[src/rtl/cmd_phy_if.sv]
// Handshake and pin bundle between the SD CMD control block and its physical layer.
interface cmd_phy_if;
  logic         strobe_in;
  logic         ack_in;
  logic         idle_in;
  logic [39:0]  cmd_to_send;
  logic [1:0]   resp_type;
  logic         timeout_enable;
  logic         cmd_pin_in;
  logic         serial_ready;
  logic         strobe_out;
  logic         ack_out;
  logic [135:0] cmd_received;
  logic         time_out;
  logic         crc_error;
  logic         cmd_pin_out;
  logic         cmd_pin_oe;

  modport master (
    output strobe_in, ack_in, idle_in, cmd_to_send, resp_type, timeout_enable, cmd_pin_in,
    input  serial_ready, strobe_out, ack_out, cmd_received, time_out, crc_error,
           cmd_pin_out, cmd_pin_oe
  );

  modport slave (
    input  strobe_in, ack_in, idle_in, cmd_to_send, resp_type, timeout_enable, cmd_pin_in,
    output serial_ready, strobe_out, ack_out, cmd_received, time_out, crc_error,
           cmd_pin_out, cmd_pin_oe
  );
endinterface

[src/rtl/cmd_phy.sv]
// SD CMD line PHY: serialises a 48-bit command frame with CRC7, then captures
// and CRC-checks a 48- or 136-bit response, one bit per card clock.
module cmd_phy #(
  parameter int TIMEOUT_CYCLES = 64
) (
  input  logic     clock,
  input  logic     reset,
  cmd_phy_if.slave bus
);

  typedef enum logic [2:0] {IDLE, SEND, WAIT_RESP, RECEIVE, DONE} state_t;

  localparam int TW = $clog2(TIMEOUT_CYCLES + 1);
  localparam logic [TW-1:0] TCNT_LAST = TW'(TIMEOUT_CYCLES - 1);

  state_t         state;
  logic [39:0]    tx_sr;
  logic [6:0]     crc;
  logic [7:0]     cnt;
  logic [TW-1:0]  tcnt;
  logic           resp_none;
  logic           resp_long;
  logic [135:0]   rx;

  logic [7:0]     rx_last;
  logic [7:0]     crc_lo;
  logic [7:0]     crc_hi;
  logic           rx_in_crc;

  // x^7 + x^3 + 1, MSB-first serial update
  function automatic logic [6:0] crc7_step(input logic [6:0] c, input logic b);
    logic fb;
    fb = c[6] ^ b;
    return {c[5:3], c[2] ^ fb, c[1:0], fb};
  endfunction

  // cnt counts bits already received; 136-bit responses skip the 8-bit header in the CRC
  assign rx_last   = resp_long ? 8'd135 : 8'd47;
  assign crc_lo    = resp_long ? 8'd8   : 8'd0;
  assign crc_hi    = resp_long ? 8'd128 : 8'd40;
  assign rx_in_crc = (cnt >= crc_lo) && (cnt < crc_hi);

  assign bus.cmd_received = rx;

  always_ff @(posedge clock or posedge reset) begin
    if (reset) begin
      state            <= IDLE;
      tx_sr            <= '0;
      crc              <= '0;
      cnt              <= '0;
      tcnt             <= '0;
      resp_none        <= 1'b0;
      resp_long        <= 1'b0;
      rx               <= '0;
      bus.serial_ready <= 1'b1;
      bus.strobe_out   <= 1'b0;
      bus.ack_out      <= 1'b0;
      bus.time_out     <= 1'b0;
      bus.crc_error    <= 1'b0;
      bus.cmd_pin_out  <= 1'b1;
      bus.cmd_pin_oe   <= 1'b0;
    end else begin
      bus.ack_out <= 1'b0;
      if (bus.idle_in) begin
        state            <= IDLE;
        bus.cmd_pin_oe   <= 1'b0;
        bus.cmd_pin_out  <= 1'b1;
        bus.strobe_out   <= 1'b0;
        bus.serial_ready <= 1'b1;
      end else begin
        case (state)
          IDLE: begin
            if (bus.strobe_in) begin
              // first frame bit goes out on this edge
              tx_sr            <= {bus.cmd_to_send[38:0], 1'b0};
              crc              <= crc7_step(7'd0, bus.cmd_to_send[39]);
              bus.cmd_pin_out  <= bus.cmd_to_send[39];
              bus.cmd_pin_oe   <= 1'b1;
              cnt              <= '0;
              resp_none        <= (bus.resp_type == 2'b00);
              resp_long        <= (bus.resp_type == 2'b10);
              rx               <= '0;
              bus.time_out     <= 1'b0;
              bus.crc_error    <= 1'b0;
              bus.serial_ready <= 1'b0;
              state            <= SEND;
            end
          end

          SEND: begin
            cnt <= cnt + 8'd1;
            if (cnt < 8'd39) begin
              bus.cmd_pin_out <= tx_sr[39];
              tx_sr           <= {tx_sr[38:0], 1'b0};
              crc             <= crc7_step(crc, tx_sr[39]);
            end else if (cnt < 8'd46) begin
              bus.cmd_pin_out <= crc[6];
              crc             <= {crc[5:0], 1'b0};
            end else if (cnt == 8'd46) begin
              bus.cmd_pin_out <= 1'b1;
            end else begin
              bus.cmd_pin_oe  <= 1'b0;
              bus.cmd_pin_out <= 1'b1;
              tcnt            <= '0;
              cnt             <= '0;
              if (resp_none) begin
                bus.strobe_out <= 1'b1;
                state          <= DONE;
              end else begin
                state <= WAIT_RESP;
              end
            end
          end

          WAIT_RESP: begin
            // a start bit on the deadline clock still wins
            if (!bus.cmd_pin_in) begin
              rx    <= {rx[134:0], 1'b0};
              crc   <= '0;
              cnt   <= 8'd1;
              state <= RECEIVE;
            end else if (bus.timeout_enable && tcnt >= TCNT_LAST) begin
              bus.time_out   <= 1'b1;
              bus.strobe_out <= 1'b1;
              state          <= DONE;
            end else if (tcnt < TCNT_LAST) begin
              tcnt <= tcnt + 1'b1;
            end
          end

          RECEIVE: begin
            rx  <= {rx[134:0], bus.cmd_pin_in};
            cnt <= cnt + 8'd1;
            if (rx_in_crc)
              crc <= crc7_step(crc, bus.cmd_pin_in);
            if (cnt == rx_last) begin
              // rx[6:0] already holds response bits 7..1
              bus.crc_error  <= (crc != rx[6:0]);
              bus.strobe_out <= 1'b1;
              state          <= DONE;
            end
          end

          DONE: begin
            if (bus.ack_in) begin
              bus.ack_out      <= 1'b1;
              bus.strobe_out   <= 1'b0;
              bus.serial_ready <= 1'b1;
              state            <= IDLE;
            end
          end

          default: state <= IDLE;
        endcase
      end
    end
  end

endmodule

[src/flat_wrapper.sv]
// flat-port wrapper written by rule: the top's interface ports become plain ports
module cmd_phy_flat 
#(
  parameter int TIMEOUT_CYCLES = 64
)
  (clock, reset, bus_strobe_in, bus_ack_in, bus_idle_in, bus_cmd_to_send, bus_resp_type, bus_timeout_enable, bus_cmd_pin_in, bus_serial_ready, bus_strobe_out, bus_ack_out, bus_cmd_received, bus_time_out, bus_crc_error, bus_cmd_pin_out, bus_cmd_pin_oe);
  cmd_phy_if bus_i ();
  input  logic clock;
  input  logic reset;
  input wire logic [$bits(bus_i.strobe_in)-1:0] bus_strobe_in;
  input wire logic [$bits(bus_i.ack_in)-1:0] bus_ack_in;
  input wire logic [$bits(bus_i.idle_in)-1:0] bus_idle_in;
  input wire logic [$bits(bus_i.cmd_to_send)-1:0] bus_cmd_to_send;
  input wire logic [$bits(bus_i.resp_type)-1:0] bus_resp_type;
  input wire logic [$bits(bus_i.timeout_enable)-1:0] bus_timeout_enable;
  input wire logic [$bits(bus_i.cmd_pin_in)-1:0] bus_cmd_pin_in;
  output wire logic [$bits(bus_i.serial_ready)-1:0] bus_serial_ready;
  output wire logic [$bits(bus_i.strobe_out)-1:0] bus_strobe_out;
  output wire logic [$bits(bus_i.ack_out)-1:0] bus_ack_out;
  output wire logic [$bits(bus_i.cmd_received)-1:0] bus_cmd_received;
  output wire logic [$bits(bus_i.time_out)-1:0] bus_time_out;
  output wire logic [$bits(bus_i.crc_error)-1:0] bus_crc_error;
  output wire logic [$bits(bus_i.cmd_pin_out)-1:0] bus_cmd_pin_out;
  output wire logic [$bits(bus_i.cmd_pin_oe)-1:0] bus_cmd_pin_oe;
  assign bus_i.strobe_in = bus_strobe_in;
  assign bus_i.ack_in = bus_ack_in;
  assign bus_i.idle_in = bus_idle_in;
  assign bus_i.cmd_to_send = bus_cmd_to_send;
  assign bus_i.resp_type = bus_resp_type;
  assign bus_i.timeout_enable = bus_timeout_enable;
  assign bus_i.cmd_pin_in = bus_cmd_pin_in;
  assign bus_serial_ready = bus_i.serial_ready;
  assign bus_strobe_out = bus_i.strobe_out;
  assign bus_ack_out = bus_i.ack_out;
  assign bus_cmd_received = bus_i.cmd_received;
  assign bus_time_out = bus_i.time_out;
  assign bus_crc_error = bus_i.crc_error;
  assign bus_cmd_pin_out = bus_i.cmd_pin_out;
  assign bus_cmd_pin_oe = bus_i.cmd_pin_oe;
  cmd_phy #(.TIMEOUT_CYCLES(TIMEOUT_CYCLES)) u_core (.clock(clock), .reset(reset), .bus(bus_i));
endmodule
[config.mk]
export PLATFORM = sky130hd
export DESIGN_NAME = cmd_phy_flat
export DESIGN_NICKNAME = d
export VERILOG_FILES = /design/src/rtl/cmd_phy_if.sv /design/src/rtl/cmd_phy.sv /design/src/flat_wrapper.sv
export SDC_FILE = /design/constraint.sdc
export NUM_CORES = 1
export LEC_CHECK = 0
export CAP_MARGIN = 15
export CORE_ASPECT_RATIO = 2
export CORE_MARGIN = 3
export CORE_UTILIZATION = 53
export DETAILED_ROUTE_END_ITERATION = 7
export GPL_TIMING_DRIVEN = 0
export PLACE_DENSITY_LB_ADDON = 0.05
export SLEW_MARGIN = 5
export SYNTH_ARGS = -nofsm -noshare
export SYNTH_HDL_FRONTEND = slang
export SYNTH_SLANG_ARGS = --single-unit
[constraint.sdc]
create_clock -name clock -period 18.4 [get_ports clock]
set_input_delay 2.76 -clock clock [delete_from_list [all_inputs] [get_ports clock]]
set_output_delay 2.76 -clock clock [all_outputs]
set_load 0.03 [all_outputs]
==> results.yml, run 1 <==
power_and_ir_drop:
  power_density_nw_per_um2: 106.7
  combPwrFrac_pct: 27.3
  p_sw_uw: 438.3
  p_clk_share_pct: 29.5
  vdd_drop_max_mv: 0.09223
  swShare_pct: 33.65
  p_leak_nw: 5.076
  seq_power_share_pct: 43.2
  p_int_uw: 864.1
sta:
  setup_viol: 0
  relSlewSlack_pct: 45.66
  skew_ns: 0.01199
  maxSlewViolCount: 0
  rsz0062_at_grt: "false"
  hold_violations: 0
  period_share_pct: 25.54
  worst_pin_slew_ns: 0.8082
  timing.final.ws_setup_ns: 13.70
  max_freq_ghz: 0.2128
  setup_tns_ns: 0
  whs_ns: 0.4856
  min_period_ns: 4.699
drt:
  routedWlPerCell_um: 15.87
  via_per_inst: 5.462
  route.detailed.drc: 0
  routed_wirelength_um: 23820
  drt_iter0_drc: 339
  firstDrtPassIters: 5
  via_count: 8199
  postRouteAntennaNets: 0
placement:
  port_buffers: 190
  dpl.hpwl_um: 17820
  dp.cells: 1469
  place_congestion: 0.9256
  placed_area_um2: 11600
  dp_slack_ns: 13.22
synth:
  yosysUniqueCellTypes: 65
  ys_seq_area_share_pct: 55.64
  ys_top_cells_by_area: "dfrtp_1 55%, nand2_1 15%, o21ai_0 6.5%"
  yosysTopAreaCell: "dfrtp_1"
  syn_inst: 1068
  synth-compound-area-share_pct: 14.80
  postSynthAreaPerCell_um2: 8.805
  synth_nets: 1124
  synth_top_family_by_area: "simple AND/OR/NAND/NOR gates"
  syn_area_um2: 9404
  netlist.area_leader.share_pct: 55.08
  synthAdderAreaFrac_pct: 0.9313
  synth_xor_area_share_pct: 1.024
  yosys_warnings: 0
  synth_flop_cell: "dfrtp_1"
  synthMuxAreaShare_pct: 1.424
  yosys.area_share.simple_pct: 22.01
  synth_edf_count: 0
  synth_most_common_cell: "nand2_1"
  ys_ff_latch: 209
  async_flop_share_pct: 100.0
  yosys-top-cells-count: "375 x nand2_1, 207 x dfrtp_1, 122 x o21ai_0"
critical_path:
  r2r-end: "u_core.tx_sr[9]"
  worstPathCellList: "clkdlybuf4s50_1, nor2b_1, o31a_1, nand2_1, buf_2, buf_2, buf_2, nand2_1, o21ai_1"
  crit_required_ns: 18.79
  crit_fanout: 10
  arrival_ns: 5.09
  slowest_stage: "clkdlybuf4s50_1"
  worst_path_dominant_cell_family: "buffers and inverters"
  path_class: "in2reg"
  r2r_cells: 7
  r2r_start: "u_core.cnt[1]"
  critPathLaunchType: "input pin"
  crit_top_cell: "buf_2"
  critPathMaxStageDelay_ns: 0.67
  cp_num_buf_inv: 4
  reg2reg_setup_slack_ns: 15.96
  cp-end-kind: "flop"
cts:
  cts_resized: 0
  clock_path_buffers: 3
  cts_buffers: 19
  cts_max_level: 1
  root_buffer: "clkbuf_16"
  cts_tree: "built"
  post-cts-setup-buffer-count: 0
  clk_latency_ns: 0.48
  cts_hold_buf: 0
  path_clk_slew_ns: 0.06
  clock_sinks: 209
global_route:
  grt_max_degree: 114
  met1_usage_pct: 28.46
  antenna_found_initial: 0
  use_met3_pct: 2.874
  grt_pass1_wl_um: 39790
  busiest_layer: "met2"
  grt_overflow: 0
  grt_pass1_vias: 8311
  gr-usage-met2_pct: 45.30
  gr-usage-all-layers_pct: 24.61
hold_path:
  worstHoldEndpoint: "u_core.tcnt[5]"
  hp-start: "u_core.tcnt[5]"
  hold_class: "reg2reg"
  whs_path_depth: 1
layout:
  final_cells: 1501
  fillers: 1456
  drive_gt1_share_pct: 5.345
  fin_area_um2: 12200
  final_nets: 1336
  num_antenna_cells: 0
  syn_to_final_growth_pct: 29.74
floorplan:
  die_w_um: 100.2
  rows: 68
  die-area_um2: 19470
  initial_core_util_pct: 54.18
  die_h_um: 194.4
  ios: 192
  core_area_um2: 17360
run_status:
  outcome: "complete, no violations"
job:
  maxCapViolCount: 0
cell families (layout without fill, tap and decap cells):
family / after synthesis / after routing
DFF: 209 / 209
and+or+nand+nor: 493 / 493
muxes: 13 / 13
buffers and inverters: 93 / 316
xor gates and xnor gates: 11 / 11
AOI/OAI and AO/OA: 242 / 242
adders and majority gates: 7 / 7
worst max path at each step:
stage	startpoint	to	slack (ns)	cells past startpoint
3_5_place_dp	bus_cmd_pin_in	u_core.bus.cmd_received[102]	13.22	9
3_3_place_gp	reset	u_core.tx_sr[7]	7.14	2
2_1_floorplan	reset	u_core.bus.ack_out	9.93	1
5_1_grt	bus_cmd_pin_in	u_core.bus.cmd_received[106]	13.56	9
6_report	bus_cmd_pin_in	u_core.bus.cmd_received[14]	13.70	9
4_1_cts	bus_cmd_pin_in	u_core.bus.cmd_received[102]	13.72	9
area by class of cell:
class                           instances  area [µm²]  share of cell area, %
Inverter                               17       71.32                 0.5846
Sequential cell                       209        5233                  42.89
Tap cell                              210       262.8                  2.154
Timing Repair Buffer                  191        1929                  15.81
Buffer                                 76       329.1                  2.697
Clock buffer                           26       531.8                  4.359
Multi-Input combinational cell        766        3779                  30.97
Clock inverter                          6       65.06                 0.5333
power groups by stage:
stage | clock network, mW | logic [mW] | registers [mW]
floorplan | 0 | 0.254 | 0.566
global placement | 0 | 0.350 | 0.569
detailed placement | 0 | 0.358 | 0.571
CTS | 0.394 | 0.359 | 0.563
global route | 0.413 | 0.402 | 0.570
finish | 0.384 | 0.356 | 0.563
routing by layer:
layer | routed length [µm] | up-vias | share of wire (%)
met5 | 0 | - | 0
met4 | 862 | 0 | 3.6
met3 | 994 | 52 | 4.2
met2 | 13020 | 227 | 55
met1 | 8943 | 3924 | 38
li1 | - | 3996 | -
cell usage in the layout (no fill, tap or decap), types with 5 or more instances in the layout:
cell type        Yosys  final
nand2_1            375    375
and3_1               5      5
nand4_1              5      5
nor4_1               5      5
clkbuf_16            0     19
o21ai_1             27     27
xnor2_1              7      7
clkbuf_1            47     51
clkdlybuf4s50_1      0    190
inv_1               17     16
nor2_1              58     58
a21oi_1             12     12
a31oi_1             45     45
mux2i_1             10     10
nand3b_1             6      6
nand2b_1             6      6
dfrtp_1            207    207
buf_2               23     23
nand3_1              5      5
o21ai_0            122    122
ha_1                 7      7
stage by stage:
stage	util, %	total power, mW
6_report	70.29	1.302
3_3_place_gp	66.65	0.9192
4_1_cts	70.29	1.316
2_1_floorplan	-	0.8203
5_1_grt	70.29	1.385
3_5_place_dp	66.85	0.9288
state kept, by name, indices dropped and copies added, names as in the netlist:
signal,count
u_core.tcnt,7
u_core.cnt,8
u_core.bus.cmd_pin_oe,1
u_core.tx_sr,39
u_core.resp_none,1
u_core.bus.cmd_received,136
u_core.crc,7
u_core.bus.crc_error,1
u_core.bus.ack_out,1
u_core.bus.cmd_pin_out,1
u_core.bus.serial_ready,1
u_core.bus.time_out,1
u_core.bus.strobe_out,1
u_core.resp_long,1
u_core.state,3
(Power assumes the default switching activity.)
==> run 2, diff against run 1 <==
--- a/config.mk
+++ b/config.mk
@@ -8,7 +8,7 @@
 export CAP_MARGIN = 15
 export CORE_ASPECT_RATIO = 2
 export CORE_MARGIN = 3
-export CORE_UTILIZATION = 53
+export CORE_UTILIZATION = 52
 export DETAILED_ROUTE_END_ITERATION = 7
 export GPL_TIMING_DRIVEN = 0
 export PLACE_DENSITY_LB_ADDON = 0.05
==> constraint.sdc (replaced) <==
create_clock -name clock -period 4.59 [get_ports clock]
set_input_delay 0.6885 -clock clock [delete_from_list [all_inputs] [get_ports clock]]
set_output_delay 0.6885 -clock clock [all_outputs]
set_load 0.03 [all_outputs]
==> run 2 against run 1 <==
First-iteration DRC count shrank 7.1%; non-clock buffer count grew 5; largest cell class unchanged; core utilization shrank 0.87 points; critical endpoint is now u_core.bus.cmd_received[0]; wire length grew 2.2%.
==> results.yml, run 2 (synthesized netlist as in run 1, its figures left out) <==
cts:
  cts_tree: "built"
  cts_hold_buf: 0
  clock_path_buffers: 3
  cts_buffers: 19
  clk_latency_ns: 0.49
  clock_sinks: 209
  path_clk_slew_ns: 0.07
  post-cts-setup-buffer-count: 0
  cts_resized: 0
  cts_max_level: 1
  root_buffer: "clkbuf_16"
drt:
  routed_wirelength_um: 24340
  firstDrtPassIters: 7
  highest_layer: "met4"
  via_per_inst: 5.529
  routedWlPerCell_um: 16.13
  drt_iter0_drc: 315
  postRouteAntennaNets: 0
  route.detailed.drc: 0
  wl_met3_um: 1087
  drt-met1-wl_um: 8918
  via_count: 8344
  routed-wl-met2_um: 13340
power_and_ir_drop:
  vdd_drop_max_mv: 0.3613
  power_density_nw_per_um2: 435.0
  p_sw_mw: 1.808
  combPwrFrac_pct: 26.9
  p_total_mw: 5.370
  p_leak_nw: 5.146
  seq_power_share_pct: 42.1
  p_int_mw: 3.563
  p_clk_share_pct: 30.9
  swShare_pct: 33.66
floorplan:
  core_area_um2: 17780
  rows: 69
  initial_core_util_pct: 52.88
  die-area_um2: 19830
  die_h_um: 196.2
  ios: 192
  die_w_um: 101.1
layout:
  largest_reg_flops: 136
  syn_to_final_growth_pct: 31.29
  num_antenna_cells: 0
  final_common_cell: "nand2_1"
  final_util_pct: 69.42
  final_cells: 1509
  drive_gt1_share_pct: 6.019
  layout_common_cells: "375 x nand2_1, 207 x dfrtp_1, 190 x clkdlybuf4s50_1, 122 x o21ai_0, 58 x nor2_1"
  final_nets: 1341
  fin_area_um2: 12350
sta:
  max_freq_ghz: 0.3804
  maxSlewViolCount: 0
  hold_violations: 0
  worst_pin_slew_ns: 0.8505
  skew_ns: 0.01297
  setup_viol: 0
  min_period_ns: 2.629
  setup_tns_ns: 0
  period_share_pct: 57.27
  rsz0062_at_grt: "false"
  relSlewSlack_pct: 42.82
placement:
  dp.cells: 1477
  placed_area_um2: 11700
  port_buffers: 190
  place_congestion: 0.9090
  dpl.hpwl_um: 18420
global_route:
  grt_pass1_vias: 8239
  gr-usage-all-layers_pct: 24.71
  antenna_found_initial: 0
  grt_overflow: 0
  grt_pass1_wl_um: 40350
  grt_max_degree: 40
critical_path:
  crit_fanout: 10
  reg2reg_setup_slack_ns: 2.12
  r2r_start: "u_core.cnt[1]"
  worst_path_dominant_cell_family: "buffers and inverters"
  r2r-end: "u_core.tx_sr[3]"
  crit_cells: 9
  cp_num_buf_inv: 4
  critPathLaunchType: "input pin"
  path_class: "in2reg"
  crit_required_ns: 4.99
  crit_top_cell: "buf_2"
  worstPathCellList: "clkdlybuf4s50_1, nor2b_1, o31a_1, nand2_1, buf_2, buf_2, buf_2, nand2_1, o31ai_1"
  critPathMaxStageDelay_ns: 0.65
  cp-end-kind: "flop"
  r2r_cells: 7
  worstSetupStartpoint: "bus_cmd_pin_in"
  critical_path.endpoint: "u_core.bus.cmd_received[0]"
  arrival_ns: 3.03
  slowest_stage: "clkdlybuf4s50_1"
job:
  maxCapViolCount: 0
hold_path:
  hold_class: "reg2reg"
run_status:
  outcome: "complete, no violations"
## run 2: changes by cell type in the layout (fill, tap and decap cells not counted)
cell and change:
buf_12 +5, bufinv_16 +2, clkbuf_1 -4, clkbuf_8 -1, clkinv_2 +3, clkinvlp_4 +1
inv_8 -1
## run 2: final cells by class
cell class	count	area (µm²)
Buffer	76	329.1
Clock buffer	21	503.0
Clock inverter	11	140.1
Fill cell	1429	5438
Inverter	17	67.56
Multi-Input combinational cell	766	3779
Sequential cell	209	5233
Tap cell	213	266.5
Timing Repair Buffer	196	2029
## run 2: worst min-delay path by stage
stage / start / cells after the start / to / slack (ns)
2_1_floorplan: u_core.tcnt[5] / 1 / u_core.tcnt[5] / 0.46
3_3_place_gp: u_core.bus.cmd_received[135] / 2 / u_core.bus.cmd_received[135] / 0.47
3_5_place_dp: u_core.tcnt[5] / 1 / u_core.tcnt[5] / 0.48
4_1_cts: u_core.tcnt[5] / 1 / u_core.tcnt[5] / 0.49
5_1_grt: u_core.bus.cmd_received[83] / 2 / u_core.bus.cmd_received[83] / 0.54
6_report: u_core.tcnt[5] / 1 / u_core.tcnt[5] / 0.48
## run 2: per-layer routing
metal,global-route usage (%),vias to the layer above
met1,28.33,4030
met2,45.41,244
li1,-,4005
met5,0,-
met3,2.811,65
met4,10.11,0
## run 2: worst register-to-register path, stage by stage, from the launching register on
cell      delay, ns
dfrtp_1        0.46
ha_1           0.28
a211oi_1       0.52
o211ai_1       0.18
a21oi_2        0.32
buf_2          0.27
buf_4          0.20
a31oi_1        0.11
## run 2: power by group through the flow
stage                     combinational [mW]  clock (mW)  sequential [mW]
after detailed placement                1.45           0             2.29
final                                   1.45        1.66             2.26
after CTS                               1.46        1.69             2.26
after global placement                  1.41           0             2.28
after floorplan                         1.02           0             2.27
after global routing                    1.62        1.77             2.29
## run 2: stage by stage
step	setup WS (ns)	hold WS, ns
6_report	1.961	0.4834
5_1_grt	1.824	0.5397
4_1_cts	1.960	0.4915
3_5_place_dp	1.464	0.4769
3_3_place_gp	-0.4960	0.4694
2_1_floorplan	1.189	0.4572
